[config.mk]
export PLATFORM = sky130hd
export DESIGN_NAME = lcd_spi_stream
export DESIGN_NICKNAME = d
export VERILOG_FILES = /design/src/rtl/lcd_spi_stream.sv
export SDC_FILE = /design/constraint.sdc
export NUM_CORES = 1
export LEC_CHECK = 0
export CAP_MARGIN = 40
export CORE_MARGIN = 1.5
export CORE_UTILIZATION = 45
export DETAILED_ROUTE_END_ITERATION = 10
export PLACE_DENSITY = 0.81
export SKIP_CTS_REPAIR_TIMING = 1
export SLEW_MARGIN = 10
export SYNTH_ARGS = -nofsm -noshare
export SYNTH_HDL_FRONTEND = slang
export SYNTH_SLANG_ARGS = --single-unit
[constraint.sdc]
create_clock -name clk -period 2.6 [get_ports clk]
set_input_delay 0.52 -clock clk [delete_from_list [all_inputs] [get_ports clk]]
set_output_delay 0.52 -clock clk [all_outputs]
set_load 0.03 [all_outputs]
[src/rtl/lcd_spi_stream.sv]
// lcd_spi_stream: memory-mapped byte FIFO with a drain engine feeding spi_controller.
//   Bus side : address_in/sel_in/read_in/write_mask_in/write_value_in -> read_value_out, ready_out
//              [3:2]=0 DATA push (dc=1), 1 CMD push (dc=0), 2 STATUS read, 3 CTRL (flush/clear overflow)
//   SPI side : spi_start pulse with spi_data_out/spi_dc_out held until spi_done_in;
//              spi_busy_in blocks a new start.
module lcd_spi_stream #(
  parameter int unsigned DEPTH   = 16,
  parameter int unsigned LEVEL_W = $clog2(DEPTH) + 1
) (
  input  logic        clk,
  input  logic        reset_n,
  input  logic [31:0] address_in,
  input  logic        sel_in,
  input  logic        read_in,
  output logic [31:0] read_value_out,
  input  logic [3:0]  write_mask_in,
  input  logic [31:0] write_value_in,
  output logic        ready_out,
  output logic        spi_start,
  output logic [7:0]  spi_data_out,
  output logic        spi_dc_out,
  input  logic        spi_busy_in,
  input  logic        spi_done_in
);

  localparam int unsigned PTR_W = $clog2(DEPTH);

  localparam logic [1:0] S_IDLE  = 2'd0;
  localparam logic [1:0] S_START = 2'd1;
  localparam logic [1:0] S_WAIT  = 2'd2;

  localparam logic [1:0] A_DATA   = 2'd0;
  localparam logic [1:0] A_CMD    = 2'd1;
  localparam logic [1:0] A_STATUS = 2'd2;
  localparam logic [1:0] A_CTRL   = 2'd3;

  logic [8:0]         mem [DEPTH];
  logic [PTR_W-1:0]   wr_ptr;
  logic [PTR_W-1:0]   rd_ptr;
  logic [LEVEL_W-1:0] level;
  logic               overflow;
  logic [1:0]         state;
  logic [1:0]         state_d;
  logic               start_d;
  logic [7:0]         data_d;
  logic               dc_d;

  logic [1:0] reg_sel;
  logic       wr_en;
  logic       push_req;
  logic       push_ok;
  logic       pop;
  logic       flush;
  logic       clr_ovf;
  logic       empty;
  logic       full;
  logic       active;
  logic       unused;

  // Bus decode
  assign reg_sel   = address_in[3:2];
  assign wr_en     = sel_in & (|write_mask_in);
  assign push_req  = wr_en & ((reg_sel == A_DATA) | (reg_sel == A_CMD));
  assign flush     = wr_en & (reg_sel == A_CTRL) & write_value_in[0];
  assign clr_ovf   = wr_en & (reg_sel == A_CTRL) & write_value_in[1];
  assign ready_out = sel_in;
  assign unused    = ^{read_in, address_in[31:4], address_in[1:0], write_value_in[31:8]};

  // FIFO flags; full is taken before this edge's pop, so a push into a full FIFO is dropped
  assign empty   = (level == '0);
  assign full    = (level == LEVEL_W'(DEPTH));
  assign pop     = (state == S_IDLE) & ~empty & ~spi_busy_in;
  assign push_ok = push_req & ~full & ~flush;
  assign active  = (state != S_IDLE) | ~empty;

  // Pointers, occupancy and sticky overflow
  always_ff @(posedge clk or negedge reset_n) begin
    if (!reset_n) begin
      wr_ptr   <= '0;
      rd_ptr   <= '0;
      level    <= '0;
      overflow <= 1'b0;
    end else begin
      if (flush) begin
        wr_ptr <= '0;
        rd_ptr <= '0;
        level  <= '0;
      end else begin
        if (push_ok) wr_ptr <= wr_ptr + PTR_W'(1);
        if (pop)     rd_ptr <= rd_ptr + PTR_W'(1);
        level <= level + LEVEL_W'(push_ok) - LEVEL_W'(pop);
      end
      if (clr_ovf)
        overflow <= 1'b0;
      else if (push_req & full)
        overflow <= 1'b1;
    end
  end

  // Storage: {dc, byte}
  always_ff @(posedge clk) begin
    if (push_ok) mem[wr_ptr] <= {(reg_sel == A_DATA), write_value_in[7:0]};
  end

  // Drain FSM state register and registered SPI outputs
  always_ff @(posedge clk or negedge reset_n) begin
    if (!reset_n) begin
      state        <= S_IDLE;
      spi_start    <= 1'b0;
      spi_data_out <= '0;
      spi_dc_out   <= 1'b0;
    end else begin
      state        <= state_d;
      spi_start    <= start_d;
      spi_data_out <= data_d;
      spi_dc_out   <= dc_d;
    end
  end

  // Drain FSM next state; data/dc hold their value except when a byte is popped
  always_comb begin
    state_d = state;
    start_d = 1'b0;
    data_d  = spi_data_out;
    dc_d    = spi_dc_out;
    case (state)
      S_IDLE: begin
        if (pop) begin
          state_d        = S_START;
          start_d        = 1'b1;
          {dc_d, data_d} = mem[rd_ptr];
        end
      end
      S_START: state_d = S_WAIT;
      S_WAIT:  if (spi_done_in) state_d = S_IDLE;
      default: state_d = S_IDLE;
    endcase
  end

  // Combinational read data from current state
  always_comb begin
    read_value_out = '0;
    if (sel_in && (reg_sel == A_STATUS)) begin
      read_value_out[0]            = empty;
      read_value_out[1]            = full;
      read_value_out[2]            = active;
      read_value_out[3]            = overflow;
      read_value_out[8 +: LEVEL_W] = level;
    end
  end

endmodule

# Word-level counts from Yosys, hierarchy flattened
# Memories as Yosys holds them, arrays and structs flattened. A register that Yosys moved wholly into a read port is not among the register bits.
# Index checks and enable logic that the tools add are counted.
dict set report word_totals {
  memories 1
  word_cells 63
  reg_bits 17
  mem_bits_rw 144
  input_bits 74
}
# memory words width rd rd_ports_with_merged_regs wr line
set mem_list {}
lappend mem_list {mem 16 9 1 1 1 37} ;# logic [8:0] mem [DEPTH];
dict set report classes {
  n_mux 16
  n_eq_ne 8
  bitwise_logic 16
  n_reduce_logical 12
  n_addsub 4
}
# operator count
set op_table {}
lappend op_table {{two-way mux 4 bit} 5}
lappend op_table {{AND 1 bit} 10}
lappend op_table {{two-way mux 5 bit} 2}
lappend op_table {{adder 4 x 1 -> 4 bit (second input constant)} 2}
lappend op_table {{nonzero test 2 bit} 4}
lappend op_table {{== test 2 bit (second input constant)} 3}
lappend op_table {{two-way mux 1 bit} 6}
lappend op_table {{one-hot mux 2 bit (3 select lines)} 1}
lappend op_table {{adder 5 x 1 -> 5 bit} 1}
lappend op_table {{== test 5 bit (second input constant)} 1}
lappend op_table {{zero test 5 bit} 1}
lappend op_table {{subtractor 5 x 1 -> 5 bit} 1}
lappend op_table {{== test 2 x 1 -> 1 bit (second input constant)} 2}
lappend op_table {{zero test 2 bit} 2}
lappend op_table {{two-way mux 2 bit} 2}
lappend op_table {{inequality test 2 bit (second input constant)} 2}
lappend op_table {{inverter 1 bit} 4}
lappend op_table {{AND reduction 2 bit} 2}
lappend op_table {{OR reduction 4 bit} 1}
lappend op_table {{OR 1 bit} 2}
lappend op_table {{logical AND 1 bit} 1}
lappend op_table {{zero test 1 bit} 1}

# Logic depth before layout (Yosys ltp)
# Gate-level depths: netlist of run 1.
dict set report depth {
  word_depth 9
  mapped_depth 15
  ltp_nobuf 14
}

# Least setup slack after synthesis of run 1
# No wires, ideal clock.
dict set report synth_timing {
  path_type {input-to-reg}
  from {in write_mask_in[1]}
  to {reg level[4]}
  arrival_ps 2656
  required_time_ps 2476
  cell_stages 12
  slack_ps -180
  n_path_buf 0
  path_cell_list {nor4_1 > nor4b_4 > inv_2 > ha_1 > inv_1 > ha_1 > inv_1 > fa_1 > nor2b_1 > o21bai_1 > a21oi_1 > nor3b_1}
}
dict set report synth_between {
  elab_chain_cells 9
}
# element line
set synth_rtl {}
lappend synth_rtl {{from (decl)} 16} ;# input logic [3:0] write_mask_in,
lappend synth_rtl {{OR reduction 4 bit *} 62} ;# assign wr_en = sel_in & (|write_mask_in);
lappend synth_rtl {{AND 1 bit *} 62}
lappend synth_rtl {{AND 1 bit (2 in a row)} 64} ;# assign flush = wr_en & (reg_sel == A_CTRL) & write_value_in[0];
lappend synth_rtl {{inverter 1 bit} 73} ;# assign push_ok = push_req & ~full & ~flush;
lappend synth_rtl {{AND 1 bit} 73}
lappend synth_rtl {{adder 5 x 1 -> 5 bit} 91} ;# level <= level + LEVEL_W'(push_ok) - LEVEL_W'(pop);
lappend synth_rtl {{subtractor 5 x 1 -> 5 bit} 91}
lappend synth_rtl {{two-way mux 5 bit *} 84} ;# if (flush) begin
lappend synth_rtl {{to (signal assigned)} 91}
lappend synth_rtl {{to (decl)} 40} ;# logic [LEVEL_W-1:0] level;
# Every way passes the cells marked *; elsewhere a longest branch is shown, timed or not.
# A chain may end at the register's enable or synchronous reset.

# Final worst setup path of run 1
dict set report layout_timing {
  from {reg level[2]}
  to {reg level[4]}
}
dict set report layout_between {
  elab_chain_cells 7
}
# element line
set layout_rtl {}
lappend layout_rtl {{== test 5 bit} 71} ;# assign full = (level == LEVEL_W'(DEPTH));
lappend layout_rtl {{inverter 1 bit} 73}
lappend layout_rtl {{AND 1 bit (2 in a row)} 73}
lappend layout_rtl {{adder 5 x 1 -> 5 bit} 91}
lappend layout_rtl {{subtractor 5 x 1 -> 5 bit *} 91}
lappend layout_rtl {{two-way mux 5 bit *} 84}
# Marks and branches as above.

==> run metrics, run 1 <==
Slew HR=0.474; Die W=130 um; setup slack at placement=-503 ps; number of synthesized flops with an enable pin=144; GPL Wtd Cong=0.819; Post-Layout Cell Count=728; Layout Nets=585; clock root cell=clkbuf_16; maximum clock frequency=368 MHz; Die Area=16800 um2; fin crit share=1.04; GRT Total Usage=0.188; Hold WS=488 ps; DRC=0; clk buf depth=2; post-DR wirelength/cell=20.5 um; worst reg2reg path depth=14; met2 usage=0.326; placement row count=46; CP max stage cell=or4_4; Sw Pwr=0.00279 W; DPL Wire Length=9.38 mm; RSZ-0062 raised after global routing=true; layout cells sized above 1=0.309; status=finished, violations left; Tmin final=2710 ps; DRT antenna net count=0; first-pass GRT wire length=22.7 mm; Final Cell Area=8830 um2; arrival time at the worst endpoint=3020 ps; Layout area overhead=22.5%; Mapped Area=7200 um2; area leader, netlist=edfxtp_1; initial antenna violation count=0; core area=15800 um2; Seq/Total Area, Yosys=0.691; gr ovfl total=0; max-slew violations=0; Vias per Instance=5.48; Starting Density=0.457; Antenna diodes=0; Synth Flop Type=edfxtp_1; worst stage delay on the critical path=530 ps; Combinational Power Share=0.334; skew final=9.26 ps; drt pass-1 iters=5; Critical Path Sink Type=register; CTS tree=done; Cells after Synth=405; later-pin clock latency in the skew report=430 ps; Inst Count DP=688; clock sink count=170; CP required=2910 ps; M3 GR Usage=0.0528; vias in the first global route=4083; r2r startpoint=level[2]; Slew @ Worst Pin=789 ps; Yosys top cell area share=0.600; hold path endpoint=spi_data_out[5]; Clock transition at path regs=60 ps; Overall Power=0.00898 W; via count=3990; hold path depth=2; final-report setup violation count=3; clock power share=0.273; CP Max Fanout=3; routing usage on met1=0.229; syn_area_per_cell=17.8 um2; crit start category=register; Internal=0.00619 W; DRT iter0 DRCs=334; Hold Crit Class=register to register; max_cap viols=0; H-tree levels=4; CP cell instances=inv_2 > ha_4 > nor4b_4 > or4_4 > inv_4 > ha_4 > inv_2 > ha_4 > inv_2 > fa_2 > nor2b_4 > o21bai_4 > a21oi_2 > nor3b_2; Seq pwr share=0.393; Worst Hold Launch=spi_data_out[5]; fraction of registers with async set/reset=0.153; final WL=14.9 mm; IO buf count=38; most frequent cells in the layout=edfxtp_1 (144), buf_4 (59), mux4_2 (31); IO Pins=117; peak supply drop=538 uV; worst setup margin=-115 ps; Post-DP Area=8110 um2; failing checks=setup timing; largest net degree at the start of global routing=32; Die H=130 um; grt peak-use layer=met2; number of synthesized register bits=170; end of the worst register-to-register path=level[4]; Static Leakage=3.18 nW; Pwr Density=1020 nW/um2; CTS Buf Count=17; R2R Setup Slk=-110 ps; Yosys warnings=0; cells taking the most area after synthesis=edfxtp_1 (60%), mux4_2 (9.7%), dfrtp_1 (9.0%); most common cell after layout, fill and taps aside=edfxtp_1; library cells used by synthesis=42; number of hold violations in the final report=0; Switching Fraction=0.310; kind of critical path=register to register
==> cells in the mapped netlist, types with 2 or more instances <==
cell type  count
a211o_1        3
a21oi_1        9
a22o_1         4
and2_1        12
buf_12         2
buf_2          8
buf_4         25
clkbuf_1       6
dfrtp_1       26
edfxtp_1     144
ha_1          11
inv_1         16
mux2_2         8
mux2i_1       15
mux4_1         5
mux4_2        31
nand2_1        9
nand3_1        5
nor2_1        15
nor2b_1        6
nor3_1         5
nor3b_1        3
nor4_1         5
nor4bb_1       2
o21ai_0        9
or3_1          3
xnor2_1        3
==> power groups by stage <==
| stage | sequential (W) | combinational [W] | clock [W] |
|---|---|---|---|
| floorplan | 0.00358 | 0.00189 | 0 |
| global placement | 0.00353 | 0.00265 | 0 |
| detailed placement | 0.00355 | 0.00275 | 0 |
| CTS | 0.00350 | 0.00278 | 0.00249 |
| global route | 0.00355 | 0.00321 | 0.00260 |
| finish | 0.00353 | 0.00299 | 0.00245 |
==> per-layer routing <==
| layer | wire (um) | share of wire |
|---|---|---|
| met1 | 5750 | 0.39 |
| met2 | 7830 | 0.52 |
| met3 | 1020 | 0.068 |
| met4 | 324 | 0.022 |
| met5 | 0 | 0 |
==> layout make-up <==
cell class,instances,area (um2)
clock inverters,14,143
multi-input cells,198,2070
well taps,216,270
flip-flops and latches,170,4980
repair buffers,95,873
inverters,17,66.3
clock buffers,18,429
fillers,1162,6940
==> logic make-up after synthesis <==
logic type,count (synthesis),synth area share
flops,170,0.691
simple gates,71,0.0575
mux,59,0.149
buf+inv,59,0.0507
compound gates,29,0.0254
fa+ha+maj,12,0.0219
xor+xnor,4,0.00486
other cells,1,0.000521
==> through the flow <==
| stage | utilization | setup TNS (ps) |
|---|---|---|
| final | 0.560 | -209 |
| after global routing | 0.560 | -412 |
| after CTS | 0.551 | -354 |
| after detailed placement | 0.514 | -6410 |
| after global placement | 0.514 | -4840 |
| after floorplan | - | -75.0 |
==> worst max-delay path by stage <==
stage                      from  cells past startpoint  slack, ps        to
3_3_place_gp   write_mask_in[0]                     14       -430  level[4]
2_1_floorplan          level[3]                     15        -70  level[4]
3_5_place_dp   write_mask_in[0]                     14       -500  level[4]
6_report               level[2]                     14       -110  level[4]
4_1_cts                level[2]                     14       -290  level[4]
5_1_grt                level[2]                     14       -190  level[4]
==> flip-flops by register name, summed over array words and instances (netlist names) <==
signal,cells
state,2
overflow,1
mem,144
wr_ptr,4
spi_start,1
rd_ptr,4
spi_dc_out,1
level,5
spi_data_out,8
==> worst max-delay path, delay by kind of cell, from the launching register on <==
family | cells | cell delay [ps]
and+or+nand+nor | 4 | 870
buffers and inverters | 4 | 260
adders and majority gates | 4 | 860
AOI/OAI and AO/OA | 2 | 240
DFF | 1 | 370
No activity file was read; power rests on OpenSTA's default activity.
==> run 2, diff against run 1 <==
--- a/config.mk
+++ b/config.mk
@@ -8,6 +8,7 @@
 export CAP_MARGIN = 40
 export CORE_MARGIN = 1.5
 export CORE_UTILIZATION = 45
+export CTS_BUF_LIST = sky130_fd_sc_hd__clkbuf_16
 export DETAILED_ROUTE_END_ITERATION = 10
 export PLACE_DENSITY = 0.81
 export SKIP_CTS_REPAIR_TIMING = 1
==> run metrics, run 2 (synthesis gave the netlist of run 1 again) <==
Critical Path Sink Type=register; Layout Utilization=0.560 (unchanged); Die Area=16800 um2 (unchanged); Layout Nets=585 (unchanged); CP required=2900 ps (about the same); Vias per Instance=5.47 (-0.20%); DRC=0 (unchanged); CTS Buf Count=17 (unchanged); failing checks=setup timing; DPL Wire Length=9.38 mm (unchanged); post-DR wirelength/cell=20.5 um (about the same); Overall Power=0.00897 W (about the same); most common cell after layout, fill and taps aside=edfxtp_1; gr ovfl total=0 (unchanged); initial antenna violation count=0 (unchanged); max_cap viols=0 (unchanged); Slew @ Worst Pin=778 ps (-11.7 ps); Static Leakage=3.18 nW (+0.13%); core area=15800 um2 (unchanged); number of hold violations in the final report=0 (unchanged); skew final=9.63 ps (+0.369 ps); IO Pins=117 (unchanged); Starting Density=0.457 (unchanged); Clock transition at path regs=60 ps (about the same); status=finished, violations left; most frequent cells in the layout=edfxtp_1 (144), buf_4 (59), mux4_2 (31); largest net degree at the start of global routing=32 (unchanged); clock root cell=clkbuf_16; peak supply drop=538 uV (about the same); setup slack at placement=-503 ps (unchanged); via count=3982 (-0.20%); Die W=130 um (unchanged); H-tree levels=4 (unchanged); kind of critical path=register to register; Antenna diodes=0 (unchanged); worst setup margin=-115 ps (-0.596 ps); GPL Wtd Cong=0.819 (unchanged); maximum clock frequency=368 MHz (about the same); Tmin final=2720 ps (+0.596 ps); Hold Crit Class=register to register; placement row count=46 (unchanged); final WL=14.9 mm (about the same); Layout area overhead=22.5% (unchanged); crit start category=register; Pwr Density=1020 nW/um2 (about the same); Final TNS setup=-211 ps (-2.09 ps); final-report setup violation count=3 (unchanged); Largest register FFs=144 (unchanged); Largest regs=mem x144, spi_data_out x8, level x5; layout cells sized above 1=0.309 (unchanged); max-slew violations=0 (unchanged); IO buf count=38 (unchanged); CTS tree=done; first-pass GRT wire length=22.7 mm (unchanged); clock sink count=170 (unchanged); RSZ-0062 raised after global routing=true; DRT iter0 DRCs=333 (-0.30%); Die H=130 um (unchanged); fin crit share=1.04 (about the same); Final Cell Area=8830 um2 (unchanged); Post-DP Area=8110 um2 (unchanged); Biggest register=mem; vias in the first global route=4083 (unchanged); GRT Total Usage=0.188 (unchanged); clk buf depth=2 (unchanged); arrival time at the worst endpoint=3020 ps (about the same); later-pin clock latency in the skew report=420 ps (about the same); DRT antenna net count=0 (unchanged); Slew HR=0.481 (+0.00778); drt pass-1 iters=7 (+2); CP Max Fanout=3 (unchanged)
==> run 2: changes by cell type in the layout (fill, tap and decap cells not counted), sizes merged <==
cell	change
clkbuf	-1
inv	+1
==> run 2: cell type report <==
class,count,area (um2)
Fill cell,1162,6940
Tap cell,216,270
Clock inverter,15,146
Timing Repair Buffer,95,873
Multi-Input combinational cell,198,2070
Inverter,17,66.3
Clock buffer,17,425
Sequential cell,170,4980
==> run 2: power by group <==
group | leakage [nW] | internal [W] | switching, W
sequential | 1.62 | 0.00324 | 0.000289
clock | 0.274 | 0.00141 | 0.00104
combinational | 1.28 | 0.00154 | 0.00146
total | 3.18 | 0.00619 | 0.00278
==> run 2: path summary, 6_finish.rpt <==
kind | cells after the start | startpoint | slack, ps | to
worst max-delay path | 14 | level[2] | -120 | level[4]
worst min-delay path | 2 | spi_data_out[5] | 490 | spi_data_out[5]
worst max register to register | 14 | level[2] | -120 | level[4]
worst min register to register | 2 | spi_data_out[5] | 490 | spi_data_out[5]
max in group asynchronous | 2 | reset_n | 1470 | spi_data_out[7]
min in group asynchronous | 1 | reset_n | 520 | overflow
==> run 2: stage by stage <==
step           cells  hold WS (ps)
6_report         728           488
5_1_grt          728           515
3_5_place_dp     688           474
4_1_cts          720           490
2_1_floorplan    427           224
3_3_place_gp     688           477
==> run 2: routing by layer <==
layer / vias to the layer above / global-route usage / part of all wire
met4: 0 / 0.0608 / 0.021
met2: 174 / 0.326 / 0.52
met5: - / 0 / 0
met3: 28 / 0.0528 / 0.065
li1: 1714 / - / -
met1: 2066 / 0.229 / 0.39
==> run 2: worst max-delay path, stage by stage (launching register included) <==
cell,delay (ps)
dfrtp_1,370
inv_2,60
ha_4,150
nor4b_4,130
or4_4,530
inv_4,100
ha_4,190
inv_2,60
ha_4,120
inv_2,40
fa_2,400
nor2b_4,150
o21bai_4,80
a21oi_2,160
nor3b_2,60
==> run 3, diff against run 2 <==
--- a/config.mk
+++ b/config.mk
@@ -5,12 +5,13 @@
 export SDC_FILE = /design/constraint.sdc
 export NUM_CORES = 1
 export LEC_CHECK = 0
+export ABC_AREA = 1
 export CAP_MARGIN = 40
 export CORE_MARGIN = 1.5
-export CORE_UTILIZATION = 45
+export CORE_UTILIZATION = 30
 export CTS_BUF_LIST = sky130_fd_sc_hd__clkbuf_16
 export DETAILED_ROUTE_END_ITERATION = 10
-export PLACE_DENSITY = 0.81
+export PLACE_DENSITY = 0.6
 export SKIP_CTS_REPAIR_TIMING = 1
 export SLEW_MARGIN = 10
 export SYNTH_ARGS = -nofsm -noshare
==> run metrics, run 3 <==
Slew @ Worst Pin=847 ps (+69.1 ps); initial antenna violation count=0 (unchanged); crit start category=register; H-tree levels=4 (unchanged); worst reg2reg path depth=18 (+4); Synth Flop Type=edfxtp_1; layout cells sized above 1=0.124 (-0.184); fraction of registers with async set/reset=0.153 (unchanged); clock root cell=clkbuf_16; r2r startpoint=level[2]; CTS tree=done; DRC=0 (unchanged); CP required=2910 ps (about the same); syn_area_per_cell=9.89 um2 (-44%); Yosys top cell area share=0.545 (-0.0551); Static Leakage=4.15 nW (+31%); final-report setup violation count=0 (-3); Clock transition at path regs=60 ps (about the same); Layout area overhead=18.3%; Yosys warnings=0 (unchanged); Seq/Total Area, Yosys=0.627 (-0.0634); Synth top cells by count=nand2_1 (237), edfxtp_1 (144), inv_1 (140), nand3_1 (114), buf_4 (31); GPL Wtd Cong=0.779 (-4.8%); largest net degree at the start of global routing=75 (+130%); later-pin clock latency in the skew report=430 ps (about the same); number of synthesized flops with an enable pin=144 (unchanged); Cells after Synth=802 (+98%); skew final=8.32 ps (-1.31 ps); Tmin final=2440 ps (-273 ps); IO buf count=38 (unchanged); Largest regs=mem x144, spi_data_out x8, level x5; DRT iter0 DRCs=443 (+33%); final WL=17.3 mm (+16%); GRT Total Usage=0.133 (-0.0555); Starting Density=0.305 (-0.152); library cells used by synthesis=30 (-29%); placement row count=59 (+28%); number of hold violations in the final report=0 (unchanged); kind of critical path=register to register; Overall Power=0.00948 W (+5.7%); IO Pins=117 (unchanged); M3 GR Usage=0.0262 (-0.0266); main combinational cell family by area after synthesis=simple AND/OR/NAND/NOR gates; vias in the first global route=4965 (+22%); gr ovfl total=0 (unchanged); number of synthesized register bits=170 (unchanged); clk buf depth=2 (unchanged); post-DR wirelength/cell=14.3 um (-30%); via count=5319 (+34%); count leader, synth=nand2_1; grt peak-use layer=met2; simple-gate share of the synthesized area=0.217 (+0.159); arrival time at the worst endpoint=2760 ps (-260 ps); Largest register FFs=144 (unchanged); Mapped Area=7930 um2 (+10%); DPL Wire Length=10.6 mm (+13%); Pwr Density=1010 nW/um2 (-0.57%); most common cell after layout, fill and taps aside=nand2_1; clock sink count=170 (unchanged); cells taking the most area after synthesis=edfxtp_1 (55%), nand2_1 (11%), dfrtp_1 (8.2%); CTS Buf Count=17 (unchanged); maximum clock frequency=409 MHz (+11%); adder-cell share of the synthesized area=0.0199 (-0.00201); fin crit share=0.939 (-0.105); Slew HR=0.435 (-0.0460); Antenna diodes=0 (unchanged); Layout Nets=952 (+63%); max_cap viols=0 (unchanged); peak supply drop=485 uV (-9.9%); CP Max Fanout=3 (unchanged); area share of xor/xnor cells in the synthesized design=0.00442 (-0.000447); Critical Path Sink Type=register; most frequent cells in the layout=nand2_1 (233), edfxtp_1 (144), inv_1 (135); drt pass-1 iters=5 (-2); Die W=166 um (+28%); Compound-Gate Fraction of Synth Area=0.00868 (-0.0167); Biggest register=mem; routing usage on met1=0.176 (-0.0535); Final TNS setup=0 ps (+211 ps); DRT antenna net count=0 (unchanged); core area=26000 um2 (+65%); Hold Crit Class=primary input to async pin; area leader, netlist=edfxtp_1; Die Area=27400 um2 (+63%); startpoint of the worst setup timing path=level[2]; status=finished, final reports clean; Die H=166 um (+28%); first-pass GRT wire length=26.8 mm (+18%); mux share of post-synthesis cell area=0 (-0.149); met2 usage=0.213 (-0.113); Vias per Instance=4.38 (-20%); max-slew violations=0 (unchanged)
[run 3: cell count changes after synthesis, moves of 9 or more]
cell,change
nor2_1,+9
buf_6,+11
nand2_1,+228
mux2i_1,-15
and2_1,-12
inv_1,+124
nor3_1,+12
mux4_2,-31
nand3_1,+109
[run 3: layout make-up]
class	instances	area, um2
tap	335	419
clock buffer	17	425
multi-input combinational	453	2140
timing repair buffer	79	678
fill	2528	16600
sequential	170	4980
clock inverter	14	204
inverter	145	544
[run 3: cell families (layout without fill, tap and decap cells)]
| group | after synthesis | after routing |
|---|---|---|
| AND/OR/NAND/NOR | 402 | 402 |
| other | 1 | 23 |
| XOR/XNOR | 4 | 4 |
| flip-flops | 170 | 170 |
| adder cells (fa/ha/maj) | 12 | 12 |
| AO/OA/AOI/OAI | 12 | 12 |
| buffers and inverters | 201 | 255 |
[run 3: report_power, final]
part / internal [W] / switching (W) / leakage [nW]
clock: 0.00169 / 0.00101 / 0.311
sequential: 0.00325 / 0.000159 / 1.62
combinational: 0.00114 / 0.00224 / 2.22
[run 3: stage by stage]
step,util,cells,hold slack (ps),cell area [um2],worst slack [ps]
final,0.361,1213,464,9380,157
after floorplan,-,824,224,8010,50.3
after detailed placement,0.333,1177,473,8650,-265
after CTS,0.357,1208,464,9280,14.6
after global placement,0.333,1176,467,8640,-232
after global routing,0.361,1213,513,9380,-11.2
[run 3: final timing paths]
path / to / slack, ps
setup / recovery: level[4] / 160
hold / removal: state[1] / 460
setup reg to reg: level[4] / 160
hold reg to reg: spi_data_out[3] / 480
max in group asynchronous: rd_ptr[0] / 1850
min in group clk: spi_data_out[3] / 480
[run 3: metal layers]
metal | routed length, um | part of all wire
met1 | 7670 | 0.44
met2 | 8400 | 0.48
met3 | 911 | 0.053
met4 | 350 | 0.020
met5 | 0 | 0
[run 3: worst max-delay path: stages, from the launching register on]
cell and delay, ps:
dfrtp_1 400, inv_2 90, ha_4 130, nand2_2 60
nor2_4 140, nand2_2 90, inv_2 80, nor2_4 30
inv_2 60, ha_4 190, inv_2 60, ha_4 120
inv_2 30, fa_2 350, inv_2 60, nand2_2 50
a21oi_2 170, o21a_1 160, nor3_2 40
==> RTL edit: new RTL, config.mk and constraints of run 3 <==
Take the reset off `spi_data_out` and load it in a clocked block of its own.
--- a/src/rtl/lcd_spi_stream.sv
+++ b/src/rtl/lcd_spi_stream.sv
@@ -107,14 +107,16 @@
     if (!reset_n) begin
       state        <= S_IDLE;
       spi_start    <= 1'b0;
-      spi_data_out <= '0;
       spi_dc_out   <= 1'b0;
     end else begin
       state        <= state_d;
       spi_start    <= start_d;
-      spi_data_out <= data_d;
       spi_dc_out   <= dc_d;
     end
+  end
+
+  always_ff @(posedge clk) begin
+    spi_data_out <= data_d;
   end
 
   // Drain FSM next state; data/dc hold their value except when a byte is popped
Formal check against the unedited RTL: differs if reset_n is asserted again (counterexample within 4 cycles, from zero or initial values and one cycle with reset_n low); with reset_n held inactive, the same outputs for 4 cycles.
==> RTL edit against run 3 <==
  * Routed wire length fell by 9.3%
  * Die area fell by 7.0%
  * Via count fell by 11%
  * Synthesized area fell by 7.2%
  * Worst hold slack got worse by 180 ps
  * Count of clock-buffer cells in the layout did not move
  * Clock power fell by 2%
  * Power fell by 3.8%
  * Worst setup slack got worse by 110 ps
  * Sequential cell count did not move
  * Cell area fell by 5.3%
==> RTL edit: results <==
metrics = {
    "yosys": {
        "yosys-top-cells-area": "edfxtp_1 (62%), nand2_1 (7.3%), dfrtp_1 (6.1%)",
        "synthCells": 645,
        "synth_edf_count": 152,
        "ys_types": 32,
        "seq_area_frac_synth_pct": 68.11,
        "ys_top_cells_by_count": "edfxtp_1 (152), nand2_1 (143), nor2_1 (61)",
        "yosysWarnings": 0,
        "async_flop_share_pct": 10.59,
    },
    "power_and_ir_drop": {
        "p_leak_nw": 3.383,
        "power_density_mw_per_mm2": 1026,
        "vdd_drop_max_mv": 0.5123,
    },
    "final_layout": {
        "n_antenna_cell": 0,
        "drive_gt1_share_pct": 15.64,
        "regArea_mm2": 0.005016,
        "signal_buffers": 83,
        "fillers": 2318,
        "clock_buffer_count": 17,
        "utilization_pct": 36.77,
        "clockNetworkAreaShare_pct": 7.023,
        "nonClockInverterCount": 48,
        "buffer_area_share_pct": 8.191,
        "multi_input_area_mm2": 0.001933,
        "num-multi-input-gates": 396,
        "top_regs": "mem (144), spi_data_out (8), level (5)",
        "nNetsFinal": 802,
    },
    "placed_design": {
        "placedCellCount": 1017,
        "hpwl_mm": 10.07,
        "io_buffers": 38,
        "placed_cell_area_mm2": 0.008188,
        "dpl_worst_slack_ps": -162.0,
        "place_congestion": 0.7761,
    },
    "clock_tree": {
        "max-clock-path-buffers": 2,
        "insertion_delay_ps": 430,
        "htreeDepth": 4,
        "cts.clk_slew.worst_paths_ps": 60,
    },
    "grt": {
        "grt_pass1_wl_mm": 24.25,
        "grt_pass1_vias": 4462,
        "grt_start_max_net_pins": 76,
        "track_usage_pct": 12.77,
    },
    "timing": {
        "fin_skew_ps": 15.22,
        "relSlewSlack_pct": 55.13,
        "fmax_mhz": 392.0,
        "setup_viol": 0,
        "finalHoldWorstSlack_ps": 281.4,
        "tns_ps": 0,
    },
    "critical_path": {
        "cp.arrival_ps": 2850,
        "critical-path-top-delay-family": "adder cells",
        "r2r_cells": 16,
        "cp_slowest_stage_delay_ps": 400,
        "reg2reg_slack_ps": 50,
        "critPathCapture": "level[4]",
        "crit_path_top_delay_cell": "dfrtp_1",
        "worstSetupStartpoint": "level[3]",
    },
    "worst_hold_path": {
        "hold_class": "in -> async",
    },
    "route": {
        "drtPass1Iterations": 5,
        "routedWlPerCell_um": 14.93,
        "drtIter0Drc": 325,
        "post_drt_via_cell_ratio": 4.493,
        "finalWirelength_mm": 15.73,
    },
    "status": {
        "outcome": "complete, no violations",
    },
}
-- RTL edit: kinds of logic after synthesis --
| kind of cell | Yosys count | share of synthesized area, % |
|---|---|---|
| compound gates | 88 | 6.763 |
| xor+xnor | 3 | 0.3569 |
| fa+ha+maj | 12 | 2.141 |
| buf+inv | 101 | 7.409 |
| flops | 170 | 68.11 |
| other cells | 1 | 0.05093 |
| simple gates | 270 | 15.17 |
-- RTL edit: layer usage --
layer,part of all wire (%),GRT usage [%]
met3,5.6,3.455
met1,43,15.64
met4,1.2,4.245
met5,0,0
met2,50,21.79
-- RTL edit: report_power, final --
group          internal, mW  total, mW  leakage, nW  switching (mW)
sequential             3.31       3.49         1.60           0.180
clock                  1.61       2.64        0.310            1.02
combinational          1.06       2.99         1.47            1.93
total                  5.98       9.12         3.38            3.14
